## src/rtl/pipe_reg_skid.sv

```systemverilog
// Elastic valid/ready pipeline register with a 2-entry skid buffer and synchronous flush.
// in_ready is decoded from state only, so the ready path is registered in both directions.
module pipe_reg_skid #(
    parameter int unsigned        DATA_W       = 32,
    parameter logic [DATA_W-1:0]  RST_VAL      = '0,
    parameter bit                 CLR_ON_FLUSH = 1'b1
) (
    input  logic              clk,
    input  logic              rst,
    input  logic              flush,
    input  logic              in_valid,
    output logic              in_ready,
    input  logic [DATA_W-1:0] in_data,
    output logic              out_valid,
    input  logic              out_ready,
    output logic [DATA_W-1:0] out_data,
    output logic [1:0]        count
);

    logic              m_q, m_d;
    logic              s_q, s_d;
    logic [DATA_W-1:0] main_q, main_d;
    logic [DATA_W-1:0] skid_q, skid_d;
    logic              accept;
    logic              consume;

    assign in_ready  = ~s_q;
    assign out_valid = m_q;
    assign out_data  = main_q;
    assign count     = {1'b0, m_q} + {1'b0, s_q};

    assign accept  = in_valid & ~s_q & ~flush;
    assign consume = m_q & out_ready & ~flush;

    always_comb begin
        m_d    = m_q;
        s_d    = s_q;
        main_d = main_q;
        skid_d = skid_q;
        if (flush) begin
            m_d = 1'b0;
            s_d = 1'b0;
            if (CLR_ON_FLUSH) begin
                main_d = RST_VAL;
                skid_d = RST_VAL;
            end
        end else begin
            case ({m_q, s_q})
                2'b00: begin
                    if (accept) begin
                        main_d = in_data;
                        m_d    = 1'b1;
                    end
                end
                2'b10: begin
                    if (accept && consume) begin
                        main_d = in_data;
                    end else if (consume) begin
                        m_d = 1'b0;
                    end else if (accept) begin
                        skid_d = in_data;
                        s_d    = 1'b1;
                    end
                end
                2'b11: begin
                    if (consume) begin
                        main_d = skid_q;
                        s_d    = 1'b0;
                    end
                end
                default: begin
                    // Unreachable; fall back to empty rather than hold a skid-only entry.
                    m_d = 1'b0;
                    s_d = 1'b0;
                end
            endcase
        end
    end

    always_ff @(posedge clk or negedge rst) begin
        if (!rst) begin
            m_q    <= 1'b0;
            s_q    <= 1'b0;
            main_q <= RST_VAL;
            skid_q <= RST_VAL;
        end else begin
            m_q    <= m_d;
            s_q    <= s_d;
            main_q <= main_d;
            skid_q <= skid_d;
        end
    end

endmodule

```

## config.mk

```make
export PLATFORM = sky130hd
export DESIGN_NAME = pipe_reg_skid
export DESIGN_NICKNAME = d
export VERILOG_FILES = /design/src/rtl/pipe_reg_skid.sv
export SDC_FILE = /design/constraint.sdc
export NUM_CORES = 1
export LEC_CHECK = 0
export CAP_MARGIN = 20
export CELL_PAD_IN_SITES_DETAIL_PLACEMENT = 1
export CELL_PAD_IN_SITES_GLOBAL_PLACEMENT = 2
export CORE_ASPECT_RATIO = 0.8
export CORE_MARGIN = 3
export CORE_UTILIZATION = 32
export DETAILED_ROUTE_END_ITERATION = 16
export PLACE_DENSITY_LB_ADDON = 0.1
export SLEW_MARGIN = 0
export SYNTH_ARGS = -nofsm -noshare
export SYNTH_HDL_FRONTEND = slang
export SYNTH_SLANG_ARGS = --single-unit
```

## constraint.sdc

```tcl
create_clock -name clk -period 2.7 [get_ports clk]
set_input_delay 0.54 -clock clk [delete_from_list [all_inputs] [get_ports clk]]
set_output_delay 0.54 -clock clk [all_outputs]
set_load 0.005 [all_outputs]
```

==> results.md, run 1 <==
- Initial antenna violation count: 0
- Worst Setup SP: out_valid
- Drt total wl: roughly 8.7 mm
- Starting Density: 0.333
- Pleak: between 1.5 and 2 nW
- Fmax: 415 MHz
- Vias per std cell: around 5.0
- Clk_skew: 0.00484 ns
- Num ports: 73
- Synth unique cells: 27
- Unrepaired setup endpoints after global routing: false
- Slew Viols, Final: 0
- Synth area leader: dfrtp_1
- Vias in the first global route: between 2,000 and 3,000
- Arrival time at the worst endpoint: 1.87 ns
- Clock root cell: clkbuf_16
- Mapped Area: approximately 3200 sq um
- Layout cells sized above 1: 0.204
- Largest net degree at the start of global routing: 67
- CTS Buf Count: 9
- Fin util: 0.452
- Final count of hold timing violations: 0
- Setup TNS: 0 ns
- Via count: ~2,400
- Row count: 32
- Worst r2r src: s_q
- #FFs+latches synth: between 60 and 70
- Worst-skew pair later-pin latency: about 0.33 ns
- DRC: 0
- ANT cells: 0
- GRT Util Overall: 0.160
- Crit Path Category: flip-flop to output pin
- NumNets Final: roughly 370
- Number of setup buffers added after CTS: 0
- Global-route wire length before repair: between 10 and 15 mm
- Yosys Warn Count: 0
- Synthesized Nets: about 300
- CTS tree: built
- Post-route ant nets: 0
- Top post-synthesis cells by area: dfrtp_1 (51%), a211oi_2 (12%), mux2i_1 (9.9%)
- Clock sink total: 66
- Final period util: 0.893
- Crit Path Max Fanout: 11
- Per-cell routed wire length: about 18 um
- Cells after Synth: ~260
- Max-slew headroom: 0.429
- # fillers: 1,037
- Sequential fraction of the synthesis area: 0.508
- Routability Congestion: approximately 0.75
- Final setup fails: 0
- Worst Path Required: 2.16 ns
- Count of max-cap constraint violations: 0
- Power per cell area: between 900 and 1000 nW/um^2
- Post-route cell area: around 4400 sq um
- Slew @ Worst Pin: 0.856 ns
- Overflow after GRT: 0
- Chip height: ~96 um
- Outcome: finished, final reports clean
- DIE WIDTH: between 100 and 150 um
- Placed Area: ~4100 sq um
- Die ar.: 11,400 sq um
- Post-synth top area share: 0.508
- Setup crit start kind: flip-flop
- Min Tclk post-route: ~2.4 ns
- Longest Clk Path Bufs: 2
- Port-buffer cells: 72
- Capturing element type of the critical path: output pin
- Gates resized, CTS repair: 0
- Post-DP HPWL: 5.61 mm
- Core area: just under 10,000 sq um
- Worst hold path class: primary input to async pin
- Synth-to-Final Area Change: 35.9%
- CTS clk-pin slew, worst paths: around 0.06 ns
- Peak supply drop: 445 uV
- # hold bufs at CTS: 0
- # H-tree levels: 3
- DR iter-0 viols: 100
- 1st-pass router iterations: 4
- Syn_area_per_cell: around 12 sq um
==> where the power goes <==
part / switching [W] / leakage, nW / total (W) / internal [W]
Clock: 0.000426 / 0.145 / 0.00119 / 0.000763
Sequential: 0.000147 / 0.880 / 0.00136 / 0.00121
Combinational: 0.000744 / 0.701 / 0.00155 / 0.000805
Total: 0.00132 / 1.73 / 0.00410 / 0.00278
==> cell type report <==
type	count	area, sq um	share of cell area
Clock inverter	4	50.0	0.0113
Sequential cell	66	1650	0.374
Clock buffer	12	256	0.0581
Tap cell	136	170	0.0385
Timing Repair Buffer	85	848	0.192
Inverter	2	7.51	0.00170
Multi-Input combinational cell	170	1430	0.324
==> cells in the final DEF (no fill, tap or decap), types with 10 or more instances in the layout <==
master | netlist | routed
a21oi_1 | 33 | 33
dfrtp_1 | 66 | 66
nand2b_1 | 10 | 10
a22o_1 | 22 | 22
mux2i_1 | 32 | 32
clkdlybuf4s50_1 | 0 | 70
buf_4 | 0 | 11
a211oi_2 | 30 | 30
o21ai_0 | 12 | 12
nand2_1 | 11 | 11
==> path summary, 6_finish.rpt <==
check	slack [ns]	to	depth (start not counted)
min in group clk	0.48	skid_q[20]	2
max reg2reg	0.66	out_data[2]	7
max	0.29	count[1]	2
max in group asynchronous	1.82	skid_q[10]	1
min	0.31	skid_q[21]	1
min reg2reg	0.48	skid_q[20]	2
==> synthesized netlist by cell type (all sizes together) <==
library cell and count:
a211oi 33, a21boi 1, a21oi 33, a221oi 1
a22o 22, a31oi 1, a41oi 1, and2 1
buf 18, clkbuf 7, dfrtp 66, ha 3
inv 2, mux2i 32, nand2 12, nand2b 11
nor2 1, nor2b 1, nor3 4, o21ai 13
==> critical path, cell delays in order, from the launching register on <==
cell and delay, ns:
dfrtp_1 0.49, ha_2 0.47, clkdlybuf4s50_1 0.58
==> cell families after synthesis <==
family,after synthesis,share of synthesized area
muxes,32,0.0986
adders and majority gates,3,0.0116
and+or+nand+nor,30,0.0516
AOI/OAI and AO/OA,105,0.268
DFF,66,0.508
buffers and inverters,27,0.0624
==> routing by layer <==
metal / vias up / wire [um] / track usage
li1: 1120 / - / -
met1: 1217 / 4380 / 0.222
met2: 52 / 3870 / 0.243
met3: 5 / 406 / 0.0564
met4: 0 / 69 / 0.0338
met5: - / 0 / 0
==> metrics by stage <==
step	total power, W	hold slack [ns]	worst slack [ns]	std cells
floorplan	0.00233	0.244	0.775	263
global placement	0.00292	0.462	0.400	459
detailed placement	0.00295	0.475	0.388	459
CTS	0.00417	0.361	0.275	475
global route	0.00435	0.384	0.207	475
finish	0.00410	0.311	0.289	475
==> registers in the layout, summed over array words and instances, names as in the netlist <==
signal     cells
skid_q        32
s_q            1
out_valid      1
out_data      32
Note: power is estimated with default switching activity, not from simulation.
==> run 2: changes to the inputs <==
Settings changed: MAX_ROUTING_LAYER set to met4, REMOVE_ABC_BUFFERS set to 1.
==> run 2 against run 1 <==
- cell count is 0.21% lower
- first-iteration DRC count increased by 18%
- worst setup slack lost 0.056 ns
- power decreased by 1.2%
- utilization fell by 0.10 points
==> results.md, run 2 (synthesis gave the netlist of run 1 again) <==
- Outcome: finished, final reports clean (unchanged)
- Synth-to-Final Area Change: 35.6% (was 35.9%)
- ANT cells: 0 (unchanged)
- Row count: 32 (unchanged)
- NumNets Final: 374 (unchanged)
- Fmax: 405 MHz (was 415 MHz)
- Longest Clk Path Bufs: 2 (unchanged)
- Global-route wire length before repair: 14.5 mm (was 14.2 mm)
- Core area: 9770 sq um (unchanged)
- Crit Path Category: flip-flop to output pin (unchanged)
- Arrival time at the worst endpoint: 1.93 ns (was 1.87 ns)
- Worst Setup SP: out_valid (unchanged)
- DRC: 0 (unchanged)
- Via count: 2,405 (was 2,394)
- Layout cells sized above 1: 0.198 (was 0.204)
- Worst hold path class: primary input to async pin (unchanged)
- Final period util: 0.914 (was 0.893)
- Chip height: 96.1 um (unchanged)
- CTS tree: built (unchanged)
- Largest net degree at the start of global routing: 43 (was 67)
- Per-cell routed wire length: 18.6 um (was 18.4 um)
- Count of max-cap constraint violations: 0 (unchanged)
- Post-route ant nets: 0 (unchanged)
- Post-route cell area: 4410 sq um (was 4420 sq um)
- # H-tree levels: 3 (unchanged)
- Clock root cell: clkbuf_16 (unchanged)
- Worst Path Required: 2.16 ns (about the same)
- Final setup fails: 0 (unchanged)
- Port-buffer cells: 72 (unchanged)
- DIE WIDTH: 119 um (unchanged)
- Num ports: 73 (unchanged)
- Worst-skew pair later-pin latency: 0.33 ns (about the same)
- DR iter-0 viols: 118 (was 100)
- Vias per std cell: 5.07 (was 5.04)
- Commonest cells after routing, fill and taps aside: clkdlybuf4s50_1 (70), dfrtp_1 (66), a21oi_1 (33) (unchanged)
- Gates resized, CTS repair: 0 (unchanged)
- Clock sink total: 66 (unchanged)
- # hold bufs at CTS: 0 (unchanged)
- Commonest non-fill, non-tap cell in the layout: clkdlybuf4s50_1 (unchanged)
- Slew @ Worst Pin: 0.797 ns (was 0.856 ns)
- Total power draw: 0.00405 W (was 0.00410 W)
- GRT Util Overall: 0.170 (was 0.160)
- Final count of hold timing violations: 0 (unchanged)
- Starting Density: 0.333 (unchanged)
- Worst r2r src: out_valid (was s_q)
- Crit Path Max Fanout: 15 (was 11)
- Routability Congestion: 0.699 (was 0.748)
- Setup crit start kind: flip-flop (unchanged)
- Pleak: 1.73 nW (about the same)
- CTS clk-pin slew, worst paths: 0.05 ns (was 0.06 ns)
- Placed Area: 4120 sq um (was 4110 sq um)
- Capturing element type of the critical path: output pin (unchanged)
- CTS Buf Count: 9 (unchanged)
- Max-slew headroom: 0.469 (was 0.429)
- Die ar.: 11,400 sq um (unchanged)
- Number of setup buffers added after CTS: 0 (unchanged)
- Overflow after GRT: 0 (unchanged)
- Power per cell area: 919 nW/um^2 (was 928 nW/um^2)
- Post-DP HPWL: 5.64 mm (was 5.61 mm)
- Peak supply drop: 413 uV (was 445 uV)
- 1st-pass router iterations: 4 (unchanged)
- Vias in the first global route: 2,678 (was 2,647)
- Unrepaired setup endpoints after global routing: false (unchanged)
- Initial antenna violation count: 0 (unchanged)
- Clk_skew: 0.00444 ns (was 0.00484 ns)
- Slew Viols, Final: 0 (unchanged)
- Drt total wl: 8.83 mm (was 8.73 mm)
- Min Tclk post-route: 2.47 ns (was 2.41 ns)
[run 2: cell count changes in the layout (fill, tap and decap cells not counted), sizes merged]
| cell | previous run | this run |
|---|---|---|
| clkinvlp | 2 | 0 |
| clkinv | 1 | 2 |
[run 2: worst max-delay path, stage by stage (launching register included)]
cell and delay (ns):
dfrtp_1 0.45, ha_2 0.55, clkdlybuf4s50_1 0.60
[run 2: worst paths after layout]
kind | end | slack, ns | cells past startpoint
worst max-delay path | count[1] | 0.23 | 2
worst min-delay path | skid_q[12] | 0.28 | 1
worst max register to register | out_data[15] | 0.51 | 6
worst min register to register | skid_q[19] | 0.48 | 2
max in group asynchronous | out_data[5] | 1.74 | 2
min in group clk | skid_q[19] | 0.48 | 2
[run 2: per-stage QoR]
stage | utilization | TNS [ns] | std cells | setup WS [ns] | hold slack (ns)
after floorplan | - | -28.18 | 238 | -0.791 | 0.244
after global placement | 0.422 | 0 | 459 | 0.329 | 0.462
after detailed placement | 0.422 | 0 | 459 | 0.250 | 0.475
after CTS | 0.451 | 0 | 474 | 0.211 | 0.325
after global routing | 0.451 | 0 | 474 | 0.135 | 0.352
final | 0.451 | 0 | 474 | 0.233 | 0.285
[run 2: metal layers]
| layer | routed length [um] | track usage | part of all wire | vias to the layer above |
|---|---|---|---|---|
| met5 | 0 | - | 0 | - |
| met1 | 4310 | 0.222 | 0.49 | 1220 |
| met2 | 3980 | 0.255 | 0.45 | 56 |
| li1 | - | - | - | 1119 |
| met4 | 100 | 0.0492 | 0.011 | 0 |
| met3 | 438 | 0.0546 | 0.050 | 10 |
[run 2: area by class of cell]
cell class / instances / area [sq um]
Sequential cell: 66 / 1650
Fill cell: 1067 / 5360
Clock buffer: 12 / 246
Tap cell: 136 / 170
Inverter: 2 / 7.51
Timing Repair Buffer: 85 / 858
Multi-Input combinational cell: 170 / 1430
Clock inverter: 3 / 40.0
[run 2: power breakdown]
| part | switching [W] | internal [W] | total (W) |
|---|---|---|---|
| registers | 0.000154 | 0.00121 | 0.00137 |
| clock network | 0.000420 | 0.000732 | 0.00115 |
| logic | 0.000733 | 0.000797 | 0.00153 |
| total | 0.00131 | 0.00274 | 0.00405 |
